===== src/rtl/maxnet_iter_ctrl.sv =====
// Iteration controller for a four-unit MAXNET winner-take-all competition.
// Sequences load / compute / capture / check rounds until a single survivor remains.
module maxnet_iter_ctrl #(
  parameter int unsigned MAX_ITER = 64
) (
  input  logic        clk,
  input  logic        rst,
  input  logic        start,
  input  logic [31:0] x1,
  input  logic [31:0] x2,
  input  logic [31:0] x3,
  input  logic [31:0] x4,
  input  logic [31:0] r1,
  input  logic [31:0] r2,
  input  logic [31:0] r3,
  input  logic [31:0] r4,
  output logic [31:0] a1,
  output logic [31:0] a2,
  output logic [31:0] a3,
  output logic [31:0] a4,
  output logic        result_ld,
  output logic        busy,
  output logic        done,
  output logic [1:0]  winner,
  output logic [31:0] winner_val,
  output logic        no_winner,
  output logic        timeout,
  output logic [7:0]  iter_cnt
);

  localparam logic [7:0] ITER_LIMIT = 8'(MAX_ITER);

  typedef enum logic [2:0] {IDLE, LOAD, COMPUTE, CAPTURE, CHECK, DONE} state_t;

  state_t      state, state_nxt;
  logic [31:0] act [4];
  logic [3:0]  nz;
  logic [2:0]  nz_cnt;
  logic [1:0]  best_idx;
  logic [30:0] best_mag;

  assign a1 = act[0];
  assign a2 = act[1];
  assign a3 = act[2];
  assign a4 = act[3];

  // Survivors are strictly positive values; among them pick the largest
  // magnitude, strict '>' keeps ties on the lower index.
  always_comb begin
    // NOTE: every variable gets a default before the loop so no latch is inferred.
    nz       = '0;
    nz_cnt   = '0;
    best_idx = '0;
    best_mag = '0;
    for (int i = 0; i < 4; i++) begin
      nz[i]  = ~act[i][31] & (act[i][30:0] != '0);
      nz_cnt = nz_cnt + 3'(nz[i]);
      if (nz[i] && (act[i][30:0] > best_mag)) begin
        best_idx = 2'(i);
        best_mag = act[i][30:0];
      end
    end
  end

  always_ff @(posedge clk or negedge rst) begin
    if (!rst) state <= IDLE;
    else      state <= state_nxt;
  end

  always_comb begin
    state_nxt = state;
    case (state)
      IDLE, DONE: if (start) state_nxt = LOAD;
      LOAD:       state_nxt = CHECK;
      COMPUTE:    state_nxt = CAPTURE;
      CAPTURE:    state_nxt = CHECK;
      CHECK: begin
        if (nz_cnt <= 3'd1 || iter_cnt >= ITER_LIMIT) state_nxt = DONE;
        else                                          state_nxt = COMPUTE;
      end
      default:    state_nxt = IDLE;
    endcase
  end

  always_comb begin
    busy      = (state != IDLE) && (state != DONE);
    done      = (state == DONE);
    result_ld = (state == COMPUTE);
  end

  always_ff @(posedge clk or negedge rst) begin
    if (!rst) begin
      // NOTE: the four activation words are plain registers, so clearing them on reset is cheap and keeps a1..a4 defined.
      act        <= '{default: '0};
      iter_cnt   <= '0;
      winner     <= '0;
      winner_val <= '0;
      no_winner  <= 1'b0;
      timeout    <= 1'b0;
    end else begin
      // NOTE: non-blocking assignments so every register samples pre-edge values.
      case (state)
        LOAD: begin
          act       <= '{x1, x2, x3, x4};
          iter_cnt  <= '0;
          timeout   <= 1'b0;
          no_winner <= 1'b0;
        end
        CAPTURE: begin
          act <= '{r1, r2, r3, r4};
          if (iter_cnt < ITER_LIMIT) iter_cnt <= iter_cnt + 8'd1;
        end
        CHECK: begin
          if (nz_cnt == 3'd0) begin
            no_winner  <= 1'b1;
            winner     <= '0;
            winner_val <= '0;
          end else if (nz_cnt == 3'd1 || iter_cnt >= ITER_LIMIT) begin
            winner     <= best_idx;
            winner_val <= act[best_idx];
            timeout    <= (nz_cnt != 3'd1);
          end
        end
        default: ;
      endcase
    end
  end

endmodule


===== config.mk =====
export PLATFORM = sky130hd
export DESIGN_NAME = maxnet_iter_ctrl
export DESIGN_NICKNAME = d
export VERILOG_FILES = /design/src/rtl/maxnet_iter_ctrl.sv
export SDC_FILE = /design/constraint.sdc
export NUM_CORES = 1
export LEC_CHECK = 0
export BUFFER_PORTS_ARGS = -buffer_cell sky130_fd_sc_hd__buf_2
export CAP_MARGIN = 20
export CORE_AREA = 4 4 166 168
export CTS_CLUSTER_SIZE = 10
export DETAILED_ROUTE_END_ITERATION = 8
export DIE_AREA = 0 0 170 172
export GPL_TIMING_DRIVEN = 0
export PLACE_DENSITY_LB_ADDON = 0.08
export SETUP_SLACK_MARGIN = 0.05
export SLEW_MARGIN = 15
export SYNTH_ARGS = -nofsm -noshare
export SYNTH_HDL_FRONTEND = slang
export SYNTH_SLANG_ARGS = --single-unit

===== constraint.sdc =====
create_clock -name clk -period 9.3 [get_ports clk]
set_input_delay 1.86 -clock clk [delete_from_list [all_inputs] [get_ports clk]]
set_output_delay 1.86 -clock clk [all_outputs]
set_load 0.1 [all_outputs]

==> run summary <==
Clock Skew: 0.01436 ns
Warnings, synthesis: 0
Inserted Clock Buffers: 17
Final nets: 2039
Clock Latency Late Sink: 0.44 ns
Synth Net Count: 1584
pin count of the biggest net entering global routing: 102
Hold Crit Class: flop to flop
CP Data Arrival Time: 8.90 ns
vias in the first global route: 11810
residual DRC count: 0
CTS H-tree depth: 4
Setup TNS Final: 0 ns
Mapped Avg Cell Area: 9.566 um^2
register bit total from synthesis: 175
Initial DRC Count: 734
data required time of the worst path: 9.60 ns
Async SR Flop Fraction: 100.0%
number of clock sinks: 175
First-pass DRT Iterations: 6
Critical Path Max Stage Delay: 0.54 ns
Vias/cell: 5.819
Setup Crit Path Kind: flop to flop
Max Fclk: 116.3 MHz
RSZ-0062 raised after global routing: false
DP HPWL: 37600 um
io pins: 434
synth unique cells: 55
Fillers: 2397
ANT cells: 0
Slew @ Worst Pin: 1.096 ns
Die Span Y: 172 um
Final ANT Viol Nets: 0
total of max-cap violations: 0
clock root cell: clkbuf_16
CP endpoint kind: flop
drt wl/cell: 23.36 um
Reg clk slew, reported paths: 0.08 ns
post-synthesis sequential area ratio: 37.34%
Die X: 170 um
worst setup path startpoint: a1[11]
starting density of the core: 45.26%
EDFF count, synth: 0
Vias: 11810
routed wire length: 47400 um
row cnt: 59
Hold Vio Cnt, Final: 0
Core Area: 0.02591 mm^2
crit path max-delay cell type: dfrtp_1
Final Cycle Share: 92.44%
die area: 0.02924 mm^2
FF-to-FF Start: a1[11]
GRT Overall Usage: 31.71%
prevailing post-synth register cell: dfrtp_1
initial antenna violation count: 0
Placer Congestion: 0.9126
Mapped Cells: 1226
CTS tree: done
layout cell share with drive strength beyond 1: 33.71%
Cell Area, Synth: 0.01173 mm^2
hold path startpoint: winner_val[31]
status: finished, final reports clean
crit start category: flop
Tmin final: 8.597 ns
CP max FO: 10
Post-CTS Hold Fix Bufs: 0
clock buffer depth: 2
Port-buffer cells: 433
relative slew slack: 26.94%
final setup fails: 0
synth-to-layout area growth: 27.73%
first-pass GRT wire length: 70560 um
grt ovf: 0
count of pins over their slew limit: 0
-- through the flow --
step	area [um^2]	instances	setup slack, ns	hold WS, ns	utilization (%)
final	14980	2029	0.7031	0.4877	57.81
after global routing	14980	2029	0.07512	0.5309	57.81
after CTS	14950	2027	0.05188	0.4869	57.69
after detailed placement	14350	1995	0.09976	0.4709	55.39
after global placement	14310	1994	0.1794	0.4583	55.24
after floorplan	11730	1226	1.378	0.5504	-
-- synth_stat cells, drive strengths merged (3+ instances only) --
| master | n | area [um^2] |
|---|---|---|
| buf | 43 | 222.7 |
| o221ai | 30 | 444.2 |
| o31ai | 4 | 30.03 |
| mux2 | 31 | 349.1 |
| clkbuf | 31 | 116.4 |
| mux2i | 158 | 1582 |
| a21o | 6 | 45.04 |
| nor3b | 3 | 22.52 |
| a21oi | 41 | 205.2 |
| inv | 41 | 153.9 |
| a22oi | 63 | 473.0 |
| a2111oi | 3 | 32.53 |
| nand2 | 188 | 705.7 |
| nand4 | 26 | 162.7 |
| nand3b | 3 | 22.52 |
| dfrtp | 175 | 4379 |
| a211oi | 7 | 57.55 |
| nor3 | 11 | 60.06 |
| or3 | 4 | 25.02 |
| ha | 98 | 1226 |
| nor4 | 33 | 206.5 |
| o21ai | 146 | 730.7 |
| nor2 | 30 | 112.6 |
| nand3 | 18 | 90.09 |
-- path summary, 6_finish.rpt --
check / endpoint / slack [ns] / cells after the start
hold reg to reg: winner_val[31] / 0.49 / 2
hold / removal: winner_val[31] / 0.49 / 2
min in group asynchronous: a1[10] / 1.37 / 1
setup / recovery: winner_val[23] / 0.70 / 31
max in group asynchronous: winner_val[23] / 6.96 / 2
setup reg to reg: winner_val[23] / 0.70 / 31
-- cell families after synthesis --
kind of cell | synth area share [%]
DFF | 37.34
and+or+nand+nor | 12.70
buffers and inverters | 4.204
xor gates and xnor gates | 0.2988
muxes | 16.46
AOI/OAI and AO/OA | 18.37
adders and majority gates | 10.63
-- flip-flops by register name (all words and copies together) (netlist names) --
register    cells
a1             32
a2             32
a3             32
a4             32
winner_val     32
iter_cnt        8
state           3
winner          2
no_winner       1
timeout         1
-- layout make-up --
class,count,area [um^2],area share [%]
inverter,41,153.9,1.027
timing repair buffer,436,2217,14.80
clock buffer,17,425.4,2.840
buffer,74,342.8,2.289
clock inverter,15,170.2,1.136
tap,335,419.2,2.798
multi-input combinational,936,6872,45.87
sequential,175,4379,29.23
-- what timing repair did --
item	CTS	global route
endpoints found under the setup margin	0	34
buffers inserted	0	1
gates resized for setup	0	9
-- metal layers --
metal / track usage (%) / up-vias / wire length (um)
met1: 42.99 / 5739 / 20500
met5: 0 / - / 0
li1: - / 5484 / -
met3: 5.967 / 75 / 3612
met2: 51.98 / 508 / 22070
met4: 9.688 / 0 / 1209
-- worst max-delay path, delay by kind of cell (launching register included) --
family	cells	cell delay [ns]
adders and majority gates	3	0.99
and+or+nand+nor	9	1.71
muxes	1	0.37
DFF	1	0.54
AOI/OAI and AO/OA	13	3.34
buffers and inverters	5	1.48
-- cells in the final DEF (no fill, tap or decap), types with 26 or more instances in the layout --
cell type,netlist,final
nor4_1,33,31
clkbuf_1,31,28
ha_1,98,98
o221ai_2,29,29
a21oi_1,41,40
buf_2,28,460
o21ai_0,145,145
inv_1,41,41
mux2_2,31,31
nand2_1,188,188
nand4_1,26,26
nor2_1,30,30
a22oi_1,63,63
dfrtp_1,175,175
mux2i_1,158,158
Power is not shown: default switching activity piles up to over one toggle a cycle in this logic, so the estimate is an artifact.
